[config.mk]
export PLATFORM = sky130hd
export DESIGN_NAME = sram_read_ctrl
export DESIGN_NICKNAME = d
export VERILOG_FILES = /design/src/rtl/sram_read_ctrl.sv
export SDC_FILE = /design/constraint.sdc
export NUM_CORES = 1
export LEC_CHECK = 0
export CORE_MARGIN = 5
export CORE_UTILIZATION = 38
export DETAILED_ROUTE_END_ITERATION = 16
export PLACE_DENSITY = 0.79
export SYNTH_ARGS = -nofsm -noshare
export SYNTH_HDL_FRONTEND = slang
export SYNTH_SLANG_ARGS = --single-unit
[constraint.sdc]
create_clock -name clk -period 2.2 [get_ports clk]
set_input_delay 0.66 -clock clk [delete_from_list [all_inputs] [get_ports clk]]
set_output_delay 0.66 -clock clk [all_outputs]
set_load 0.02 [all_outputs]
[src/rtl/sram_read_ctrl.sv]
// sram_read_ctrl: read sequencer for the NAND-latch SRAM array.
// Takes one row-read request and drives bit-line precharge, then the row
// read-enable with a sense strobe in the last cycle. It then captures the
// differential Q/Qn pair per bit and returns the word plus an integrity flag.
// Only one request is in flight at a time.
//
// Ports:
//   clk, rst            clock; synchronous active-high reset
//   req_valid/ready     request handshake, req_addr sampled on acceptance
//   rsp_valid/ready     response handshake carrying rsp_data and rsp_err
//   precharge           bit-line precharge enable
//   row_re              one-hot row read-enable (all zero for unmapped rows)
//   sense_en            sense-amp strobe
//   bit_q, bit_qn       differential cell outputs of the enabled row
module sram_read_ctrl #(
  parameter int unsigned ADDR_WIDTH       = 4,
  parameter int unsigned ROWS             = 16,
  parameter int unsigned DATA_WIDTH       = 8,
  parameter int unsigned PRECHARGE_CYCLES = 1,
  parameter int unsigned SENSE_CYCLES     = 2
) (
  input  logic                  clk,
  input  logic                  rst,
  input  logic                  req_valid,
  output logic                  req_ready,
  input  logic [ADDR_WIDTH-1:0] req_addr,
  output logic                  rsp_valid,
  input  logic                  rsp_ready,
  output logic [DATA_WIDTH-1:0] rsp_data,
  output logic                  rsp_err,
  output logic                  precharge,
  output logic [ROWS-1:0]       row_re,
  output logic                  sense_en,
  input  logic [DATA_WIDTH-1:0] bit_q,
  input  logic [DATA_WIDTH-1:0] bit_qn
);

  localparam int unsigned MAX_CYC = (PRECHARGE_CYCLES > SENSE_CYCLES) ?
                                    PRECHARGE_CYCLES : SENSE_CYCLES;
  localparam int unsigned CNT_W   = (MAX_CYC > 1) ? $clog2(MAX_CYC) : 1;

  localparam logic [CNT_W-1:0] PC_LAST = CNT_W'(PRECHARGE_CYCLES - 1);
  localparam logic [CNT_W-1:0] SC_LAST = CNT_W'(SENSE_CYCLES - 1);

  typedef enum logic [1:0] {
    ST_IDLE,
    ST_PRECHARGE,
    ST_ACCESS,
    ST_RESPOND
  } state_e;

  state_e                state_q, state_d;
  logic [CNT_W-1:0]      cnt_q, cnt_d;
  logic [ADDR_WIDTH-1:0] addr_q, addr_d;
  logic [DATA_WIDTH-1:0] data_q, data_d;
  logic                  err_q, err_d;

  logic [ROWS-1:0]       row_sel;
  logic                  in_range;
  logic [DATA_WIDTH-1:0] cell_ok;
  logic [DATA_WIDTH-1:0] cap_data;
  logic                  cap_bad;

  // Row decode; addresses beyond the populated rows match nothing.
  for (genvar r = 0; r < int'(ROWS); r++) begin : g_row_dec
    assign row_sel[r] = (addr_q == ADDR_WIDTH'(r));
  end
  assign in_range = |row_sel;

  // A healthy latch drives Q and Qn to opposite values; equal values mean
  // the bit is unreadable and is reported as 0 with the error flag.
  assign cell_ok  = bit_q ^ bit_qn;
  assign cap_data = bit_q & cell_ok;
  assign cap_bad  = ~&cell_ok;

  // State and datapath registers.
  always_ff @(posedge clk) begin
    if (rst) begin
      state_q <= ST_IDLE;
      cnt_q   <= '0;
      addr_q  <= '0;
      data_q  <= '0;
      err_q   <= 1'b0;
    end else begin
      state_q <= state_d;
      cnt_q   <= cnt_d;
      addr_q  <= addr_d;
      data_q  <= data_d;
      err_q   <= err_d;
    end
  end

  // Next-state, capture and array-control decode.
  always_comb begin
    state_d   = state_q;
    cnt_d     = cnt_q;
    addr_d    = addr_q;
    data_d    = data_q;
    err_d     = err_q;
    req_ready = 1'b0;
    rsp_valid = 1'b0;
    precharge = 1'b0;
    row_re    = '0;
    sense_en  = 1'b0;

    unique case (state_q)
      ST_IDLE: begin
        req_ready = 1'b1;
        if (req_valid) begin
          addr_d  = req_addr;
          cnt_d   = '0;
          state_d = ST_PRECHARGE;
        end
      end
      ST_PRECHARGE: begin
        precharge = 1'b1;
        if (cnt_q == PC_LAST) begin
          cnt_d   = '0;
          state_d = ST_ACCESS;
        end else begin
          cnt_d = cnt_q + CNT_W'(1);
        end
      end
      ST_ACCESS: begin
        row_re   = row_sel;
        sense_en = (cnt_q == SC_LAST);
        if (cnt_q == SC_LAST) begin
          cnt_d   = '0;
          state_d = ST_RESPOND;
          data_d  = in_range ? cap_data : '0;
          err_d   = ~in_range | cap_bad;
        end else begin
          cnt_d = cnt_q + CNT_W'(1);
        end
      end
      ST_RESPOND: begin
        rsp_valid = 1'b1;
        if (rsp_ready) begin
          state_d = ST_IDLE;
        end
      end
      default: state_d = ST_IDLE;
    endcase

    // Array controls and handshakes are quiet for the whole reset cycle.
    if (rst) begin
      req_ready = 1'b0;
      rsp_valid = 1'b0;
      precharge = 1'b0;
      row_re    = '0;
      sense_en  = 1'b0;
    end
  end

  assign rsp_data = data_q;
  assign rsp_err  = err_q;

endmodule
==> summary.txt <==
First-pass GRT wire length - 4.416 mm
Port Buffer Count - 52
Crit path depth - 6
Post-synthesis register bit count - 16
Unrepaired setup endpoints after global routing - yes
Tmin final - 2.172 ns
GP Congestion - 0.8457
CTS tree - done
Pin count of the biggest net entering global routing - 14
Syn nets - 164
Syn. warnings - 0
1st-pass router iterations - 4
Antenna Nets Post-Route - 0
Fmax - 0.4603 GHz
Reg area - 322.8 um2
Min-Delay Path Class - reg -> reg
Worst vdd ir - 0.3579 mV
Post-route design area - 1613 um2
Crit path kind - in -> out
Yosys cell types - 23
Synth top area share - 0.3342
Die Footprint - 3626 um2
Part of the Yosys area used for sequential elements - 0.3342
Final hold violations - 0
Num rows - 18
Post-synthesis area per instance - 7.488 um2
Worst-path clk slew - 0.08 ns
Worst path slowest cell - nor3b_4
Total CTS buffers - 3
Latest clock arrival within the worst-skew pair - 0.27 ns
Clock sink total - 16
Max H-tree Level - 1
Worst EP arrival - 1.51 ns
Final nets - 228
Overall power - 0.0009478 W
DR iter-0 viols - 39
Total GRT Usage - 0.1592
Layout Cells excl Fill - 220
Crit share post-route - 0.9875
Cell with the most instances on the worst path - buf_4
Congestion Overflow GR - 0
R2R Setup Slk - 0.49 ns
Share of cells above drive strength 1 - 0.2526
Rel. slew slack - 0.7655
XOR/XNOR Fraction of Synth Area - 0
Area leader, netlist - dfxtp_1
Max-cap violations - 0
Core box area - 2455 um2
Initial antenna violation count - 0
R2R depth - 7
Status - completed
Mux share of post-synthesis cell area - 0.04700
Final-report setup violation count - 0
Vias in the first global route - 998
CTS root buf - clkbuf_4
Compound-Gate Fraction of Synth Area - 0.08486
Via count - 1068
Worst Path Max Fanout - 4
# DRC - 0
Area growth from synthesis to layout - 68.28%
Worst path cell trace - buf_2 > nor3b_4 > buf_4 > nand2b_4 > nor3_2 > buf_4
Final Slew Violations - 0
Crit path from - rst
Die width - 60.22 um
Quantity of hold-fixing buffers added after cts - 0
Post-DP HPWL - 2.202 mm
Synth area leaders - dfxtp_1, ha_1, nand2_1, a21oi_1, nor2_1
Delay of the slowest critical-path stage - 0.23 ns
Starting Density - 0.3904
Total Routed Length - 2.733 mm
Largest family of logic cells by synthesized area - simple AND/OR/NAND/NOR gates
Cell Pwr Density - 587.6 nW/um2
N_diodes - 0
Adder and majority gate portion of the synthesized area - 0.1567
Ports - 53
Area post-placement - 1592 um2
Delay-heaviest family, CP - buffers and inverters
Capture point of the worst path - row_re[0]
Required time at the worst-slack endpoint - 1.54 ns
Multi-input gate area - 638.1 um2
Crit end category - primary output
Gate Count Post-Synth - 128
Clock Path Buffers - 2
Pleak - 0.7151 nW
Worst Skew - 0.0006748 ns
Synth Area in Simple Gates - 0.3133
Placed cell count - 215
Launching point of the worst reg2reg path - state_q[0]$_SDFFE_PP0P_
Number of fill cells - 212
Vias per cell - 4.855
Worst slew pin tran - 0.3486 ns
Setup crit start kind - input pin
Die Y - 60.22 um
CP bufs+invs - 3
Drt wl/cell - 12.42 um
Reg-to-reg endpoint - state_q[0]$_SDFFE_PP0P_
Mapped cell area - 958.4 um2
layout by cell type, fill, tap and decap left out, drive strengths merged, types with 2 or more instances in the layout:
| cell | instances |
|---|---|
| clkbuf | 4 |
| nor2b | 6 |
| inv | 11 |
| buf | 29 |
| dfxtp | 16 |
| nor4 | 2 |
| nor2 | 14 |
| mux2i | 3 |
| nand2b | 3 |
| ha | 12 |
| clkdlybuf4s50 | 31 |
| nand2 | 26 |
| nor3 | 5 |
| dlygate4sd2 | 2 |
| a21oi | 12 |
| nand3 | 4 |
layer usage:
| metal | GRT usage | up-vias | part of all wire |
|---|---|---|---|
| li1 | - | 550 | - |
| met1 | 0.1828 | 471 | 0.40 |
| met2 | 0.2731 | 45 | 0.48 |
| met3 | 0.05184 | 2 | 0.12 |
| met4 | 0.05696 | 0 | 0.0033 |
| met5 | 0 | - | 0 |
sequential cells by signal (all words and copies together), names as in the netlist:
name      count
rsp_data      8
addr_q        4
state_q       2
cnt_q         1
rsp_err       1
power by group:
group          leakage, nW  internal, W  switching (W)
Sequential           0.131     0.000322      0.0000359
Clock               0.0138    0.0000633      0.0000825
Combinational        0.571     0.000238       0.000205
Total                0.715     0.000624       0.000324
synth_stat cells, drive strengths merged:
master / instances
nor3b: 1
mux2: 1
clkbuf: 4
or4: 1
nor2: 14
mux2i: 3
dfxtp: 16
nor3: 5
nand4b: 1
and2: 1
nor2b: 6
a31oi: 1
nand4: 1
a21oi: 12
nand3: 4
nand2b: 3
o211a: 1
ha: 12
inv: 11
o21ai: 1
buf: 1
nand2: 26
nor4: 2
worst register-to-register path: stages, from the launching register on:
cell and delay, ns:
dfxtp_2 0.34, inv_2 0.05, ha_4 0.16, buf_6 0.12
buf_4 0.14, mux2_4 0.27, or4_1 0.40, o211a_1 0.14
cell families after synthesis:
logic type	after synthesis
buf+inv	16
flops	16
compound gates	15
mux	4
fa+ha+maj	12
simple gates	65
what timing repair did:
| item | in CTS | in global routing |
|---|---|---|
| endpoints found under the setup margin | 20 | 17 |
| gates resized for setup | 82 | 17 |
| setup buffers | 1 | 1 |
| pin swaps | 8 | 5 |
per-stage QoR:
step	utilization	worst slack, ns	setup TNS [ns]	hold WS [ns]
global placement	0.6483	-0.7914	-13.81	0.4416
finish	0.6570	0.02751	0	0.4608
floorplan	-	0.01188	0	0.4631
global route	0.6570	-0.05848	-0.2459	0.4913
detailed placement	0.6483	-0.8470	-14.27	0.4480
CTS	0.6361	-0.00005074	-0.00005074	0.4663
worst min path at each step:
stage               slack [ns]                startpoint                  endpoint  cells past startpoint
floorplan                 0.46    addr_q[0]$_SDFFE_PP0P_    addr_q[0]$_SDFFE_PP0P_                      2
CTS                       0.47  rsp_data[0]$_SDFFE_PP0N_  rsp_data[0]$_SDFFE_PP0N_                      2
global placement          0.44  rsp_data[0]$_SDFFE_PP0N_  rsp_data[0]$_SDFFE_PP0N_                      2
global route              0.49  rsp_data[6]$_SDFFE_PP0N_  rsp_data[6]$_SDFFE_PP0N_                      2
detailed placement        0.45  rsp_data[5]$_SDFFE_PP0N_  rsp_data[5]$_SDFFE_PP0N_                      2
finish                    0.46  rsp_data[6]$_SDFFE_PP0N_  rsp_data[6]$_SDFFE_PP0N_                      2
cell type report:
class                      count  area share
multi-input combinational     96      0.3957
clock buffer                   3     0.01396
sequential                    16      0.2002
timing repair buffer          64      0.3413
inverter                      11     0.02560
tap                           30     0.02327
Note: power is estimated with default switching activity, not from simulation.
